### config.mk
export PLATFORM = sky130hd
export DESIGN_NAME = pc_sequencer
export DESIGN_NICKNAME = d
export VERILOG_FILES = /design/src/rtl/pc_sequencer.sv
export SDC_FILE = /design/constraint.sdc
export NUM_CORES = 1
export LEC_CHECK = 0
export BUFFER_PORTS_ARGS = -buffer_cell sky130_fd_sc_hd__buf_2
export CAP_MARGIN = 15
export CELL_PAD_IN_SITES_DETAIL_PLACEMENT = 1
export CELL_PAD_IN_SITES_GLOBAL_PLACEMENT = 2
export CORE_AREA = 2 2 105 107
export DETAILED_ROUTE_END_ITERATION = 16
export DIE_AREA = 0 0 107 109
export MAX_ROUTING_LAYER = met4
export PLACE_DENSITY = 0.83
export SLEW_MARGIN = 20
export SYNTH_ARGS = -nofsm -noshare
export SYNTH_HDL_FRONTEND = slang
export SYNTH_SLANG_ARGS = --single-unit
### constraint.sdc
create_clock -name clk -period 6.05 [get_ports clk]
set_input_delay 0.605 -clock clk [delete_from_list [all_inputs] [get_ports clk]]
set_output_delay 0.605 -clock clk [all_outputs]
set_load 0.01 [all_outputs]
### src/rtl/pc_sequencer.sv
// pc_sequencer: program-counter sequencer for the KGP-RISC fetch stage.
// Sequential increment by STEP, branch, pipeline stall and, when the
// PC_RAS_EN macro is defined, call/return through a circular
// return-address stack of RAS_DEPTH entries (power of two, >= 2).
// Without PC_RAS_EN no stack is built: call acts as branch, ret is ignored.
module pc_sequencer #(
  parameter int               WIDTH     = 32,
  parameter int               STEP      = 1,
  parameter logic [WIDTH-1:0] RESET_VEC = '0,
  parameter int               RAS_DEPTH = 4
) (
  input  logic             clk,
  input  logic             reset,
  input  logic             stall,
  input  logic             branch,
  input  logic             call,
  input  logic             ret,
  input  logic [WIDTH-1:0] target,
  output logic [WIDTH-1:0] pc,
  output logic [WIDTH-1:0] pc_plus,
  output logic [WIDTH-1:0] ras_top,
  output logic             ras_empty,
  output logic             ras_full,
  output logic             ras_ovf,
  output logic             ras_udf
);

  logic [WIDTH-1:0] r_pc;
  logic [WIDTH-1:0] w_pc_nxt;
  logic [WIDTH-1:0] w_pc_plus;

  assign w_pc_plus = r_pc + WIDTH'(STEP);
  assign pc        = r_pc;
  assign pc_plus   = w_pc_plus;

`ifdef PC_RAS_EN
  localparam int PW = $clog2(RAS_DEPTH);
  localparam int CW = $clog2(RAS_DEPTH + 1);
  localparam logic [CW-1:0] DEPTH_C = CW'(RAS_DEPTH);

  // r_ptr is the next free slot; the top entry sits one below it (mod depth).
  // When full, r_ptr also addresses the oldest entry, so a push there
  // overwrites it naturally.
  logic [WIDTH-1:0] r_stack [RAS_DEPTH];
  logic [PW-1:0]    r_ptr;
  logic [CW-1:0]    r_cnt;
  logic             r_ovf;
  logic             r_udf;
  logic [PW-1:0]    w_top_idx;
  logic             w_empty;
  logic             w_full;
  logic             w_push;
  logic             w_pop;
  logic             w_repl;
  logic             w_udf_set;

  assign w_top_idx = r_ptr - PW'(1);
  assign w_empty   = (r_cnt == '0);
  assign w_full    = (r_cnt == DEPTH_C);
  assign ras_top   = w_empty ? '0 : r_stack[w_top_idx];
  assign ras_empty = w_empty;
  assign ras_full  = w_full;
  assign ras_ovf   = r_ovf;
  assign ras_udf   = r_udf;

  // Next-PC and stack-operation decode: (call&ret) > ret > call > branch > increment.
  always_comb begin
    w_pc_nxt  = w_pc_plus;
    w_push    = 1'b0;
    w_pop     = 1'b0;
    w_repl    = 1'b0;
    w_udf_set = 1'b0;
    if (call && ret && !w_empty) begin
      w_pc_nxt = target;
      w_repl   = 1'b1;
    end else if (ret && !call) begin
      if (!w_empty) begin
        w_pc_nxt = ras_top;
        w_pop    = 1'b1;
      end else begin
        w_udf_set = 1'b1;
      end
    end else if (call) begin
      // Covers call&ret on an empty stack: a plain call, no underflow.
      w_pc_nxt = target;
      w_push   = 1'b1;
    end else if (branch) begin
      w_pc_nxt = target;
    end
  end

  // Stack pointer, occupancy count and sticky flags.
  always_ff @(posedge clk) begin
    if (reset) begin
      r_ptr <= '0;
      r_cnt <= '0;
      r_ovf <= 1'b0;
      r_udf <= 1'b0;
    end else if (!stall) begin
      if (w_push) begin
        r_ptr <= r_ptr + PW'(1);
        if (w_full) r_ovf <= 1'b1;
        else        r_cnt <= r_cnt + CW'(1);
      end else if (w_pop) begin
        r_ptr <= r_ptr - PW'(1);
        r_cnt <= r_cnt - CW'(1);
      end
      if (w_udf_set) r_udf <= 1'b1;
    end
  end

  // Stack storage: push writes the free slot, call&ret rewrites the top.
  always_ff @(posedge clk) begin
    if (!reset && !stall) begin
      if (w_push)      r_stack[r_ptr]     <= w_pc_plus;
      else if (w_repl) r_stack[w_top_idx] <= w_pc_plus;
    end
  end
`else
  logic w_unused_ret;

  assign w_unused_ret = ret;
  assign ras_top      = '0;
  assign ras_empty    = 1'b1;
  assign ras_full     = 1'b0;
  assign ras_ovf      = 1'b0;
  assign ras_udf      = 1'b0;

  // Next-PC decode without a stack: call is a branch, ret is ignored.
  always_comb begin
    w_pc_nxt = w_pc_plus;
    if (branch || call) w_pc_nxt = target;
  end
`endif

  // Program counter register; stall holds it.
  always_ff @(posedge clk) begin
    if (reset)       r_pc <= RESET_VEC;
    else if (!stall) r_pc <= w_pc_nxt;
  end

endmodule

# Yosys cells after proc, flatten, opt, wreduce, memory -nomap -nowiden
# Index checks and enable logic that the tools add are counted.
# Widths: inputs -> output; s select.
# totals
register_bits	32
wordCells	4
input_bits	38
output_inout_bits	100
# classes
n_addsub	1
reduce_logical	1
n_mux	1
# ops
operator	n
$add 32x1->32 const B	1
$mux 32	1
$logic_or 1x1->1	1

# Depth between registers and ports, before layout
# Gate-level depths: netlist of run 1.
# logic_depth
ltp_word	2
mapped_depth	8
mapped_depth_nobuf	6

# Worst setup path before layout of run 1
# No wires, ideal clock.
# synth_timing
path_type	reg2out
startpoint	register r_pc[9] (netlist: pc[9])
endpoint	output pc_plus[17]
required_ps	5445
slack_ps	3645
stages_incl_launch_ff	5
n_path_buf	0
arrival_ps	1800
path_cell_list	dfxtp_1 > nand4_4 > or4_1 > nor3_1 > xor2_1
# synth_via
elab_chain_len	1
# synth_rtl
element	line_no	text
start, declared	28	logic [WIDTH-1:0] r_pc;
start signal, assigned	139	else if (!stall) r_pc <= w_pc_nxt;
$add 32x1->32	32	assign w_pc_plus = r_pc + WIDTH'(STEP);
end, declared	20	output logic [WIDTH-1:0] pc_plus,
# Every way passes these cells.

# Worst setup path in the final report of run 1
# layout_timing
startpoint	register r_pc[0] (netlist: pc[0])
endpoint	output pc_plus[26]
# The elaborated chain is that of the path after synthesis.

==> results of run 1 <==
final timing paths:
| kind | end | slack (ns) | depth (start not counted) |
|---|---|---|---|
| setup / recovery | pc_plus[26] | 2.72 | 7 |
| hold / removal | pc[12] | 0.53 | 2 |
| setup reg to reg | pc[24] | 3.34 | 6 |
| hold reg to reg | pc[12] | 0.53 | 2 |
layer usage:
metal,up-vias,wire [µm],GRT usage (%)
li1,1377,-,-
met1,1333,3860,17.4
met2,73,4260,26.6
met3,7,393,2.21
met4,0,65,3.25
met5,-,0,-
kinds of logic after synthesis:
logic type      Yosys count  share of synthesized area (%)
compound gates           82                           19.0
mux                       2                          0.839
fa+ha+maj                 1                          0.466
xor+xnor                 30                           9.79
other cells               2                          0.280
flops                    32                           23.9
simple gates            140                           29.7
buf+inv                  74                           16.0
power breakdown:
part / switching [W] / internal [W]
logic: 0.0000786 / 0.0000551
clock network: 0.0000936 / 0.000146
registers: 0.0000252 / 0.000224
layout make-up:
| type | instances | area (µm²) |
|---|---|---|
| Clock buffer | 7 | 96.3 |
| Clock inverter | 1 | 30.0 |
| Fill cell | 1352 | 7350 |
| Inverter | 10 | 37.5 |
| Multi-Input combinational cell | 291 | 1740 |
| Sequential cell | 32 | 641 |
| Tap cell | 140 | 175 |
| Timing Repair Buffer | 104 | 531 |
through the flow:
| stage | std cells | area, µm² | worst slack [ns] | total power (W) | hold WS, ns |
|---|---|---|---|---|---|
| after global routing | 585 | 3250 | 2.47 | 0.000656 | 0.581 |
| after floorplan | 397 | 2810 | 3.65 | 0.000351 | 0.523 |
| after global placement | 577 | 3130 | 3.00 | 0.000385 | 0.494 |
| after detailed placement | 577 | 3130 | 2.97 | 0.000389 | 0.524 |
| after CTS | 585 | 3250 | 2.63 | 0.000632 | 0.538 |
| final | 585 | 3250 | 2.72 | 0.000622 | 0.531 |
cells in the final DEF (no fill, tap or decap), drive strengths merged, types with 2 or more instances in the layout:
| master | synthesis | layout |
|---|---|---|
| nand4 | 11 | 11 |
| nor3b | 4 | 4 |
| o22ai | 3 | 3 |
| nor4 | 6 | 6 |
| nor2 | 36 | 36 |
| nand3b | 2 | 2 |
| dfxtp | 32 | 32 |
| o31a | 2 | 2 |
| a22oi | 4 | 4 |
| nand2 | 28 | 28 |
| buf | 45 | 104 |
| a32oi | 4 | 4 |
| or2 | 9 | 9 |
| or4 | 7 | 7 |
| conb | 2 | 36 |
| xnor2 | 22 | 22 |
| a211oi | 2 | 2 |
| nor2b | 2 | 2 |
| nor3 | 8 | 8 |
| inv | 10 | 10 |
| a21o | 2 | 2 |
| o21ai | 8 | 8 |
| or3 | 5 | 5 |
| a21oi | 36 | 36 |
| nand3 | 19 | 19 |
| o32ai | 7 | 7 |
| clkbuf | 19 | 7 |
| xor2 | 8 | 8 |
| a31oi | 9 | 9 |
| mux2 | 2 | 2 |
worst max-delay path, stage by stage, from the launching register on:
cell,delay (ns)
dfxtp_1,0.45
ha_1,0.28
nand3_2,0.24
nor4_4,0.68
nand2_1,0.29
nor2_1,0.19
xor2_1,0.15
buf_2,0.14
==> run_results.csv, run 1 <==
group,metric,value,unit
run_status,status,"completed",
setup_path,critPathRequiredTime,5.44,ns
floorplanning,core-area,10600,µm²
clock_tree,clk-insertion-delay-late,0.29,ns
synthesis,syn_inst,363,
synthesis,syn_avg_cell_area,7.39,µm²
floorplanning,die_width,107,µm
synthesis,yosysUniqueCellTypes,51,
final_layout,finalNetCount,483,
routing,drt_iter0_drc,70,
pwr,pwr_density_cell,191,nW/µm²
timing,worst_pin_slew,0.820,ns
setup_path,cp-start-kind,"flop",
floorplanning,rows,38,
setup_path,critPathLaunch,"pc[0]",
synthesis,synth_area,2680,µm²
synthesis,ys.flop_type,"dfxtp_1",
synthesis,yosysTopAreaCell,"dfxtp_1",
timing,period_share,55.1,%
final_layout,layout-drive-gt1-share,29.9,%
clock_tree,clk_pin_slew_worst_paths,0.08,ns
timing,maxSlewViolCount,0,
routing,wl,8590,µm
floorplanning,dieArea,11700,µm²
clock_tree,cts.sinks,32,
global_route,grt_max_degree,68,
routing,drt-vias-per-instance,4.77,
synthesis,yosys_warnings,0,
final_layout,antenna_cells,0,
global_route,grt_usage,14.8,%
setup_path,arrival,2.73,ns
routing,vias,2790,
synthesis,yosys-top-cells-area,"dfxtp_1 24%, buf_4 10%, xnor2_1 7.2%",
clock_tree,root_buffer,"clkbuf_8",
clock_tree,cts_resized,0,
clock_tree,htree_levels,2,
timing,finalCriticalPeriod,3.33,ns
timing,hold_viol,0,
global_route,grt_pass1_vias,2671,
synthesis,synth.most_common_cell,"buf_4",
placed_design,io_buffers,100,
worst_hold_path,hold_start,"pc[12]",
timing,slew_headroom,44.9,%
placed_design,place_congestion,0.736,
final_layout,largest_reg_flops,32,
synthesis,synth_edf_count,0,
pwr,peakVddDrop,0.000104,V
synthesis,synth_top_cell_area_share,23.9,%
placed_design,hpwl,6060,µm
clock_tree,cts_made_buffers,5,
floorplanning,die_h,109,µm
routing,drt_pre_antenna_iters,4,
clock_tree,cts_tree,"yes",
pwr,leakage,1.45,nW
timing,totalNegativeSetupSlack,0,ns
global_route,antenna_found_initial,0,
setup_path,path_max_fanout,13,
synthesis,synth_commonest_cells,"37 x buf_4, 36 x a21oi_1, 36 x nor2_1",
global_route,grt_pass1_wl,13400,µm
timing,setup_viol,0,
floorplanning,io_pins,138,
global_route,overflow,0,
timing,fmax,0.300,GHz
setup_path,worstSetupEndpointType,"output port",
timing,rsz0062_at_grt,"false",
final_layout,area_growth,21.3,%
final_layout,fin_util,30.7,%
clock_tree,clockBufferDepth,2,
run,cap_violations,0,
clock_tree,postCtsSetupBuffers,0,
worst_hold_path,hold_class,"reg2reg",
setup_path,rr_startpoint,"pc[0]",
floorplanning,start_util,25.3,%
routing,wl_per_cell,14.7,µm
clock_tree,postCtsHoldBufs,0,
synthesis,ys_seq_area_share,23.9,%
timing,fin_skew,0.00519,ns
synthesis,synthArstFlopShare,0,%
routing,drc,0,
synthesis,ys_ff_latch,32,
setup_path,worstSetupPathType,"reg2out",
routing,ant_nets,0,
Note: power is estimated with default switching activity, not from simulation.
==> inputs of run 2 (changes only) <==
- ABC_AREA: not set -> 1
- CORE_AREA: 2 2 105 107 -> 2 2 114 116
- DIE_AREA: 0 0 107 109 -> 0 0 116 118
- PLACE_DENSITY: 0.83 -> 0.76
- clock period: 6.05 -> 3.49 ns (I/O delays scaled with it)
==> run 2 against run 1 <==
Combinational power rose by 84%; total power rose by 81%; setup slack got worse by 1.5 ns; via count rose by 6.8%; largest cell class unchanged; largest power group is now the clock network.
==> run_results.csv, run 2 <==
group,metric,value,unit
run_status,status,"completed",
routing,drt_pre_antenna_iters,4,
synthesis,yosys-top-cells-area,"dfxtp_1 24%, nand2_1 20%, buf_4 10%",
final_layout,multi_input_area,1700,µm²
final_layout,fill_cells,1650,
synthesis,ys.flop_type,"dfxtp_1",
global_route,antenna_found_initial,0,
timing,hold_viol,0,
synthesis,yosysUniqueCellTypes,26,
global_route,grt_pass1_wl,14800,µm
setup_path,worstSetupEndpointType,"output port",
clock_tree,cts_resized,0,
timing,fmax,0.445,GHz
final_layout,area_growth,24.8,%
setup_path,cp-start-kind,"flop",
timing,worst_pin_slew,0.567,ns
placed_design,place_ws,1.17,ns
floorplanning,start_util,21.5,%
placed_design,place_congestion,0.773,
final_layout,finalNetCount,573,
floorplanning,core-area,12400,µm²
timing,finalCriticalPeriod,2.25,ns
synthesis,synth_top_cell_area_share,24.0,%
timing,setup_viol,0,
setup_path,worstSetupPathType,"reg2out",
routing,wl,9450,µm
timing,maxSlewViolCount,0,
final_layout,layout-drive-gt1-share,23.7,%
synthesis,syn_avg_cell_area,6.03,µm²
clock_tree,clk-insertion-delay-late,0.28,ns
synthesis,syn_inst,442,
floorplanning,die_h,118,µm
setup_path,critPathRequiredTime,3.14,ns
setup_path,path_max_fanout,5,
floorplanning,io_pins,138,
final_layout,final_cell_mix,"142 x nand2_1, 100 x buf_2, 62 x nor2_1",
timing,slew_headroom,62.0,%
routing,drt-vias-per-instance,4.22,
timing,fin_skew,0.00582,ns
setup_path,arrival,1.90,ns
clock_tree,htree_levels,2,
floorplanning,die_width,116,µm
timing,setup_slack,1.24,ns
synthesis,synth_commonest_cells,"142 x nand2_1, 63 x nor2_1, 46 x a21oi_1",
pwr,leakage,1.58,nW
synthesis,synth.most_common_cell,"nand2_1",
synthesis,synth_edf_count,0,
clock_tree,postCtsSetupBuffers,0,
synthesis,synthArstFlopShare,0,%
setup_path,ff2ff_path_depth,9,
clock_tree,clockBufferDepth,2,
synthesis,synth_area,2660,µm²
synthesis,yosysTopAreaCell,"dfxtp_1",
routing,drc,0,
run,cap_violations,0,
routing,wl_per_cell,13.4,µm
final_layout,antenna_cells,0,
pwr,pwr_density_cell,340,nW/µm²
pwr,peakVddDrop,0.000166,V
synthesis,ys_seq_area_share,24.0,%
placed_design,io_buffers,100,
clock_tree,clk_pin_slew_worst_paths,0.05,ns
worst_hold_path,worstHoldPathCells,3,
routing,ant_nets,0,
timing,period_share,64.3,%
floorplanning,rows,41,
global_route,overflow,0,
final_layout,largest_reg_flops,32,
routing,vias,2981,
final_layout,final_common_cell,"nand2_1",
clock_tree,cts_made_buffers,5,
timing,rsz0062_at_grt,"false",
global_route,grt_pass1_vias,2930,
floorplanning,dieArea,13700,µm²
worst_hold_path,hold_class,"in2reg",
routing,drt_iter0_drc,126,
placed_design,hpwl,7460,µm
clock_tree,cts_tree,"yes",
synthesis,yosys_warnings,0,
clock_tree,cts.sinks,32,
clock_tree,root_buffer,"clkbuf_16",
global_route,grt_max_degree,48,
final_layout,regArea,641,µm²
timing,totalNegativeSetupSlack,0,ns
synthesis,ys_ff_latch,32,
clock_tree,postCtsHoldBufs,0,
global_route,grt_usage,14.0,%
## run 2: changes by cell type after synthesis, moves of 10 or more
cell / delta
nand2_1: +114
nor2_1: +27
xnor2_1: -18
a21oi_1: +10
clkbuf_1: -11
inv_1: +17
## run 2: cells by family (layout without fill, tap and decap cells)
logic type                 count (synthesis)  in the layout  share of synthesized area [%]
other                                      2             36                          0.282
DFF                                       32             32                           24.0
adders and majority gates                  1              1                          0.470
buffers and inverters                     79            138                           17.3
AOI/OAI and AO/OA                         64             64                           12.1
xor gates and xnor gates                  15             15                           5.78
and+or+nand+nor                          249            249                           40.0
## run 2: cell type report
type | instances | share of cell area, %
multi-input combinational | 365 | 51.1
sequential | 32 | 19.3
timing repair buffer | 102 | 15.5
tap | 172 | 6.48
clock buffer | 6 | 4.18
inverter | 28 | 3.16
clock inverter | 2 | 0.301
## run 2: routing by layer
| metal | GRT usage (%) | share of wire (%) | vias to the layer above | wire length (µm) |
|---|---|---|---|---|
| met1 | 18.0 | 47 | 1387 | 4440 |
| met4 | 3.13 | 0.83 | 0 | 78 |
| li1 | - | - | 1506 | - |
| met5 | - | 0 | - | 0 |
| met3 | 2.11 | 4.2 | 6 | 397 |
| met2 | 23.3 | 48 | 82 | 4530 |
## run 2: where the power goes
part	switching, W	internal (W)	total, W
sequential	0.0000395	0.000391	0.000431
clock	0.000171	0.000281	0.000452
combinational	0.000154	0.0000920	0.000246
## run 2: per-stage QoR
stage | std cells | cell area, µm² | hold slack [ns] | util (%) | total power, W
final | 707 | 3320 | 0.343 | 26.8 | 0.00113
after global routing | 707 | 3320 | 0.362 | 26.8 | 0.00119
after CTS | 707 | 3320 | 0.343 | 26.8 | 0.00114
after detailed placement | 699 | 3170 | 0.522 | 25.6 | 0.000688
after global placement | 699 | 3170 | 0.482 | 25.6 | 0.000681
after floorplan | 476 | 2790 | 0.512 | - | 0.000611
## run 2: worst max-delay path, cell delays in order (launching register included)
cell	delay (ns)
dfxtp_1	0.38
ha_1	0.21
nand2_1	0.10
nor2_4	0.13
nand2_1	0.14
nor2_4	0.24
xor2_1	0.24
buf_2	0.17
## run 2: final timing paths
path	start	endpoint	slack, ns
min	target[2]	pc[2]	0.34
max reg2reg	pc[16]	pc[31]	1.75
min reg2reg	pc[30]	pc[30]	0.52
max	pc[0]	pc_plus[14]	1.24
